$ cat src/rtl/phy_rx_unstriping_if.sv
// Byte-stream input and four-lane output bundle of the RX un-striping stage.
// The master side feeds striped bytes; the slave side returns the un-striped lanes.
interface phy_rx_unstriping_if #(
    parameter int DATA_WIDTH = 8
);
    logic [DATA_WIDTH-1:0] data_in;
    logic                  valid_in;
    logic [DATA_WIDTH-1:0] out0;
    logic [DATA_WIDTH-1:0] out1;
    logic [DATA_WIDTH-1:0] out2;
    logic [DATA_WIDTH-1:0] out3;
    logic                  valid_out0;
    logic                  valid_out1;
    logic                  valid_out2;
    logic                  valid_out3;

    modport master (
        output data_in, valid_in,
        input  out0, out1, out2, out3,
        input  valid_out0, valid_out1, valid_out2, valid_out3
    );

    modport slave (
        input  data_in, valid_in,
        output out0, out1, out2, out3,
        output valid_out0, valid_out1, valid_out2, valid_out3
    );
endinterface

$ cat src/rtl/phy_rx_unstriping.sv
// Regroups a one-byte-per-clock striped stream onto four lanes (lane 0 first),
// emitting full words and gap-terminated partial words with saturating statistics.
module phy_rx_unstriping #(
    parameter int DATA_WIDTH = 8,
    parameter int CNT_WIDTH  = 8
) (
    input  logic                  clk,
    input  logic                  reset,
    phy_rx_unstriping_if.slave    bus,
    output logic [CNT_WIDTH-1:0]  word_count,
    output logic [CNT_WIDTH-1:0]  partial_count,
    output logic                  busy
);

    typedef enum logic {
        IDLE,
        COLLECT
    } state_t;

    state_t                state;
    state_t                next_state;
    logic [1:0]            idx;
    logic [1:0]            next_idx;
    logic                  store_en;
    logic                  emit_full;
    logic                  emit_partial;

    // Lane 3 never needs staging: the 4th byte goes straight to the output register.
    logic [DATA_WIDTH-1:0] stage0;
    logic [DATA_WIDTH-1:0] stage1;
    logic [DATA_WIDTH-1:0] stage2;

    logic [DATA_WIDTH-1:0] lane0;
    logic [DATA_WIDTH-1:0] lane1;
    logic [DATA_WIDTH-1:0] lane2;
    logic [DATA_WIDTH-1:0] lane3;
    logic [3:0]            lane_valid;

    always_ff @(posedge clk) begin
        if (reset) begin
            state <= IDLE;
            idx   <= 2'd0;
        end else begin
            state <= next_state;
            idx   <= next_idx;
        end
    end

    always_comb begin
        next_state   = state;
        next_idx     = idx;
        store_en     = 1'b0;
        emit_full    = 1'b0;
        emit_partial = 1'b0;
        case (state)
            IDLE: begin
                if (bus.valid_in) begin
                    store_en   = 1'b1;
                    next_idx   = 2'd1;
                    next_state = COLLECT;
                end
            end
            COLLECT: begin
                if (bus.valid_in) begin
                    if (idx == 2'd3) begin
                        emit_full = 1'b1;
                        next_idx  = 2'd0;
                    end else begin
                        store_en = 1'b1;
                        next_idx = idx + 2'd1;
                    end
                end else begin
                    // A gap always ends the word; idx==0 means the boundary was already clean.
                    emit_partial = (idx != 2'd0);
                    next_idx     = 2'd0;
                    next_state   = IDLE;
                end
            end
            default: begin
                next_state = IDLE;
                next_idx   = 2'd0;
            end
        endcase
    end

    always_ff @(posedge clk) begin
        if (reset) begin
            stage0        <= '0;
            stage1        <= '0;
            stage2        <= '0;
            lane0         <= '0;
            lane1         <= '0;
            lane2         <= '0;
            lane3         <= '0;
            lane_valid    <= 4'b0000;
            word_count    <= '0;
            partial_count <= '0;
        end else begin
            lane_valid <= 4'b0000;
            if (store_en) begin
                case (idx)
                    2'd0:    stage0 <= bus.data_in;
                    2'd1:    stage1 <= bus.data_in;
                    2'd2:    stage2 <= bus.data_in;
                    default: ;
                endcase
            end
            if (emit_full) begin
                lane0      <= stage0;
                lane1      <= stage1;
                lane2      <= stage2;
                lane3      <= bus.data_in;
                lane_valid <= 4'b1111;
                if (word_count != '1) begin
                    word_count <= word_count + CNT_WIDTH'(1);
                end
            end else if (emit_partial) begin
                lane0      <= stage0;
                lane1      <= (idx >= 2'd2) ? stage1 : '0;
                lane2      <= (idx == 2'd3) ? stage2 : '0;
                lane3      <= '0;
                lane_valid <= {1'b0, (idx == 2'd3), (idx >= 2'd2), 1'b1};
                if (partial_count != '1) begin
                    partial_count <= partial_count + CNT_WIDTH'(1);
                end
            end
        end
    end

    assign bus.out0       = lane0;
    assign bus.out1       = lane1;
    assign bus.out2       = lane2;
    assign bus.out3       = lane3;
    assign bus.valid_out0 = lane_valid[0];
    assign bus.valid_out1 = lane_valid[1];
    assign bus.valid_out2 = lane_valid[2];
    assign bus.valid_out3 = lane_valid[3];
    assign busy           = (state == COLLECT);

endmodule

$ cat src/flat_wrapper.sv
// flat-port wrapper written by rule: the top's interface ports become plain ports
module phy_rx_unstriping_flat 
#(
    parameter int DATA_WIDTH = 8,
    parameter int CNT_WIDTH  = 8
)
  (clk, reset, word_count, partial_count, busy, bus_data_in, bus_valid_in, bus_out0, bus_out1, bus_out2, bus_out3, bus_valid_out0, bus_valid_out1, bus_valid_out2, bus_valid_out3);
  phy_rx_unstriping_if #(.DATA_WIDTH(DATA_WIDTH)) bus_i ();
  input  logic clk;
  input  logic reset;
  output logic [CNT_WIDTH-1:0] word_count;
  output logic [CNT_WIDTH-1:0] partial_count;
  output logic busy;
  input wire logic [$bits(bus_i.data_in)-1:0] bus_data_in;
  input wire logic [$bits(bus_i.valid_in)-1:0] bus_valid_in;
  output wire logic [$bits(bus_i.out0)-1:0] bus_out0;
  output wire logic [$bits(bus_i.out1)-1:0] bus_out1;
  output wire logic [$bits(bus_i.out2)-1:0] bus_out2;
  output wire logic [$bits(bus_i.out3)-1:0] bus_out3;
  output wire logic [$bits(bus_i.valid_out0)-1:0] bus_valid_out0;
  output wire logic [$bits(bus_i.valid_out1)-1:0] bus_valid_out1;
  output wire logic [$bits(bus_i.valid_out2)-1:0] bus_valid_out2;
  output wire logic [$bits(bus_i.valid_out3)-1:0] bus_valid_out3;
  assign bus_i.data_in = bus_data_in;
  assign bus_i.valid_in = bus_valid_in;
  assign bus_out0 = bus_i.out0;
  assign bus_out1 = bus_i.out1;
  assign bus_out2 = bus_i.out2;
  assign bus_out3 = bus_i.out3;
  assign bus_valid_out0 = bus_i.valid_out0;
  assign bus_valid_out1 = bus_i.valid_out1;
  assign bus_valid_out2 = bus_i.valid_out2;
  assign bus_valid_out3 = bus_i.valid_out3;
  phy_rx_unstriping #(.DATA_WIDTH(DATA_WIDTH), .CNT_WIDTH(CNT_WIDTH)) u_core (.clk(clk), .reset(reset), .bus(bus_i), .word_count(word_count), .partial_count(partial_count), .busy(busy));
endmodule
$ cat config.mk
export PLATFORM = sky130hd
export DESIGN_NAME = phy_rx_unstriping_flat
export DESIGN_NICKNAME = d
export VERILOG_FILES = /design/src/rtl/phy_rx_unstriping_if.sv /design/src/rtl/phy_rx_unstriping.sv /design/src/flat_wrapper.sv
export SDC_FILE = /design/constraint.sdc
export NUM_CORES = 1
export LEC_CHECK = 0
export ABC_AREA = 1
export CAP_MARGIN = 20
export CORE_UTILIZATION = 45
export CTS_BUF_LIST = sky130_fd_sc_hd__clkbuf_4 sky130_fd_sc_hd__clkbuf_8
export DETAILED_ROUTE_END_ITERATION = 8
export MAX_ROUTING_LAYER = met4
export PLACE_DENSITY = 0.81
export SLEW_MARGIN = 20
export SYNTH_ARGS = -nofsm -noshare
export SYNTH_HDL_FRONTEND = slang
export SYNTH_SLANG_ARGS = --single-unit
$ cat constraint.sdc
create_clock -name clk -period 3.3 [get_ports clk]
set_input_delay 0.33 -clock clk [delete_from_list [all_inputs] [get_ports clk]]
set_output_delay 0.33 -clock clk [all_outputs]
set_load 0.005 [all_outputs]
==> metrics.md <==
| Metric | Value |
|---|---|
| Post-synth EDFFs | `0` |
| Post_cts resized | `0` |
| # rows | `30` |
| P&R area growth vs syn | `28.3%` |
| Simple-gate portion of the synthesized area | `around a quarter` |
| CTS hold repair buffers | `0` |
| WP data required | `3.54 ns` |
| DRT iter0 DRCs | `185` |
| GR Overflow Total | `0` |
| Run status | `finished clean` |
| Most common cell in the netlist | `dfxtp_1` |
| Final Hold Violating Endpoints | `0` |
| I/O pin cnt | `64` |
| Max_slew headroom | `61.9%` |
| Setup TNS | `0 ns` |
| Initial antenna violation count | `0` |
| Sequential share of the synthesized area | `between 50% and 60%` |
| Leakage | `1.60 nW` |
| Die X | `about 86 um` |
| Routed Wire Length | `slightly above 7 mm` |
| Synth Area in Compound Gates | `~15%` |
| Max Slew Vio Count | `0` |
| H-tree levels | `3` |
| Clock Skew | `around 0.013 ns` |
| 1st-pass router iterations | `5` |
| Clock Tree Buf Depth | `2` |
| XOR/XNOR share of the synthesized area | `less than 1%` |
| Storage element area | `0.00158 sq mm` |
| Mapped Area | `between 0.003 and 0.004 sq mm` |
| Largest net degree at the start of global routing | `33` |
| Largest family of logic cells by synthesized area | `simple AND/OR/NAND/NOR gates` |
| Critical setup path kind | `in -> reg` |
| Core Area | `~0.0068 sq mm` |
| Yosys top cell by area | `dfxtp_1` |
| Final Cell Area | `about 0.0040 sq mm` |
| Top cells by area, synth | `dfxtp_1 50%, nand2_1 9.3%, nand3_1 7.5%` |
| Vias | `between 2000 and 3000` |
| Area of the multi-input gates | `between 0.001 and 0.0015 sq mm` |
| Layout Cells excl Fill | `537` |
| First-pass GRT wire length | `around 12 mm` |
| Adder-cell share of the synthesized area | `approximately 2.8%` |
| Register bit total from synthesis | `just under 80` |
| Core Util, Final | `59.6%` |
| Top post-synthesis cells by count | `79 x dfxtp_1, 78 x nand2_1, 47 x nand3_1` |
| Die height | `85.5 um` |
| CTS tree | `yes` |
| Vias in the first global route | `between 2000 and 3000` |
| VDD IR-drop max | `0.000259 V` |
| Yosys cell types | `32` |
| Gate Count Post-Synth | `392` |
| Post-DRT Antenna Nets | `0` |
| Min cycle time layout | `between 2 and 2.5 ns` |
| Combinational power share | `5.1%` |
| Placed insts | `521` |
| Critical Path AT | `around 2.3 ns` |
| Finish-stage setup viols | `0` |
| Ant. Diodes | `0` |
| Synth Net Count | `410` |
| Clk Tree Root Cell | `clkbuf_8` |
| IO Port Bufs | `63` |
| RSZ-0062 raised after global routing | `no` |
| Mux cell area share after synthesis | `0%` |
| Num CTS Buffers | `9` |
| Worst hold path type | `reg -> reg` |
| Fraction of the cycle the final worst path needs | `about three fifths` |
| Design Power | `around 1.9 mW` |
| Syn. warnings | `0` |
| Cell Pwr Density | `around 470 mW/mm^2` |
| Switching Fraction | `21.3%` |
| Max Cap Violations | `0` |
| Clk slew on worst S/H paths | `around 0.080 ns` |
| Via-to-Cell Ratio | `between 5 and 6` |
| Dpl hpwl | `~4.9 mm` |
| Internal | `1.49 mW` |
| Crit end category | `flip-flop` |
| Initial core utilization | `a little under half` |
| Post-synth top area share | `50.4%` |
| Worst slew pin tran | `between 0.5 and 0.6 ns` |
| Syn_area_per_cell | `~8 sq um` |
| Clk pwr share | `roughly 43%` |
| Die area | `~0.0073 sq mm` |
| Fmax | `around 500 MHz` |
| Post-DP Area | `0.00379 sq mm` |
| Gpl congestion | `just under 0.9` |
| Main flop type after synthesis | `dfxtp_1` |
| Crit Path Max Fanout | `16` |
| Share of layout cells above drive strength 1 | `between 7 and 8%` |
| Post-CTS Setup Bufs | `0` |
| Nets | `470` |
| Ys async rst share | `0%` |
| NetSw | `404 uW` |
| Crit path launch type | `primary input` |
| CTS Sinks | `79` |
| Global Route Usage Sum | `about a fifth` |
| DR WL/cell | `13.4 um` |
| Share of power burned in registers | `51.8%` |
| Clk_lat worst skew | `about 0.35 ns` |
| Fillers | `between 500 and 600` |
| Residual DRC | `0` |
==> cell usage in the layout, fill, tap and decap left out <==
| master | synthesis | layout |
|---|---|---|
| a211oi_1 | 1 | 1 |
| a21oi_1 | 40 | 40 |
| a31oi_1 | 1 | 1 |
| a31oi_2 | 1 | 1 |
| buf_4 | 3 | 3 |
| bufinv_16 | 0 | 2 |
| clkbuf_4 | 0 | 2 |
| clkbuf_8 | 0 | 11 |
| clkdlybuf4s50_1 | 0 | 63 |
| clkinv_1 | 1 | 2 |
| clkinv_2 | 0 | 1 |
| dfxtp_1 | 79 | 79 |
| ha_1 | 7 | 7 |
| inv_1 | 40 | 39 |
| inv_2 | 2 | 2 |
| nand2_1 | 78 | 78 |
| nand2_2 | 2 | 2 |
| nand2_4 | 1 | 1 |
| nand3_1 | 47 | 47 |
| nand3_4 | 1 | 1 |
| nand3b_1 | 2 | 2 |
| nand4_1 | 1 | 1 |
| nor2_1 | 24 | 24 |
| nor2_2 | 1 | 1 |
| nor2_8 | 1 | 1 |
| nor3_1 | 2 | 2 |
| nor3b_1 | 1 | 1 |
| o21ai_0 | 25 | 25 |
| o21ai_1 | 1 | 1 |
| o21ai_2 | 7 | 7 |
| o31ai_1 | 7 | 7 |
| or2_2 | 1 | 1 |
| xnor2_1 | 1 | 1 |
==> critical path, cell delays in order <==
cell and delay (ns):
clkdlybuf4s50_1 0.72, clkinv_1 0.51, nand2_1 0.21, clkinv_1 0.27
nand2_1 0.14, nand2_1 0.07
==> power groups by stage <==
| stage | Combinational, mW | Clock [mW] | Sequential [mW] |
|---|---|---|---|
| floorplan | 0.0614 | 0 | 1.00 |
| global placement | 0.0927 | 0 | 1.00 |
| detailed placement | 0.0949 | 0 | 1.00 |
| CTS | 0.0965 | 0.822 | 0.981 |
| global route | 0.108 | 0.869 | 0.983 |
| finish | 0.0969 | 0.817 | 0.981 |
==> worst paths after layout <==
check / endpoint / depth (start not counted) / slack, ns / startpoint
hold reg to reg: u_core.bus.out2[4]$_SDFFE_PP0P_ / 2 / 0.45 / u_core.stage2[4]$_SDFFE_PP0P_
hold / removal: u_core.bus.out2[4]$_SDFFE_PP0P_ / 2 / 0.45 / u_core.stage2[4]$_SDFFE_PP0P_
setup reg to reg: u_core.bus.out1[7]$_SDFFE_PP0P_ / 8 / 1.37 / u_core.idx[1]$_SDFFE_PP0P_
setup / recovery: u_core.bus.out3[6]$_SDFFE_PP0P_ / 6 / 1.28 / reset
==> cell families after synthesis <==
group | after synthesis
AND/OR/NAND/NOR | 162
AO/OA/AOI/OAI | 83
flip-flops | 79
adder cells (fa/ha/maj) | 7
XOR/XNOR | 1
buffers and inverters | 60
==> layout make-up <==
type | instances | share of cell area, %
inverter | 43 | 4.01
tap | 80 | 2.49
clock inverter | 3 | 1.62
multi-input combinational | 253 | 32.2
sequential | 79 | 39.3
clock buffer | 13 | 4.13
timing repair buffer | 66 | 16.2
==> per-stage QoR <==
| stage | hold WS, ns | setup WS (ns) |
|---|---|---|
| 6_report | 0.448 | 1.28 |
| 4_1_cts | 0.448 | 1.27 |
| 3_5_place_dp | 0.434 | 0.907 |
| 2_1_floorplan | 0.419 | 1.87 |
| 3_3_place_gp | 0.426 | 1.02 |
| 5_1_grt | 0.465 | 1.12 |
==> routing by layer <==
metal	part of all wire (%)	track usage [%]
met5	0	-
met2	46	32.0
met3	4.5	3.46
met4	1.8	9.55
met1	47	27.3
No activity file was read; power rests on OpenSTA's default activity.
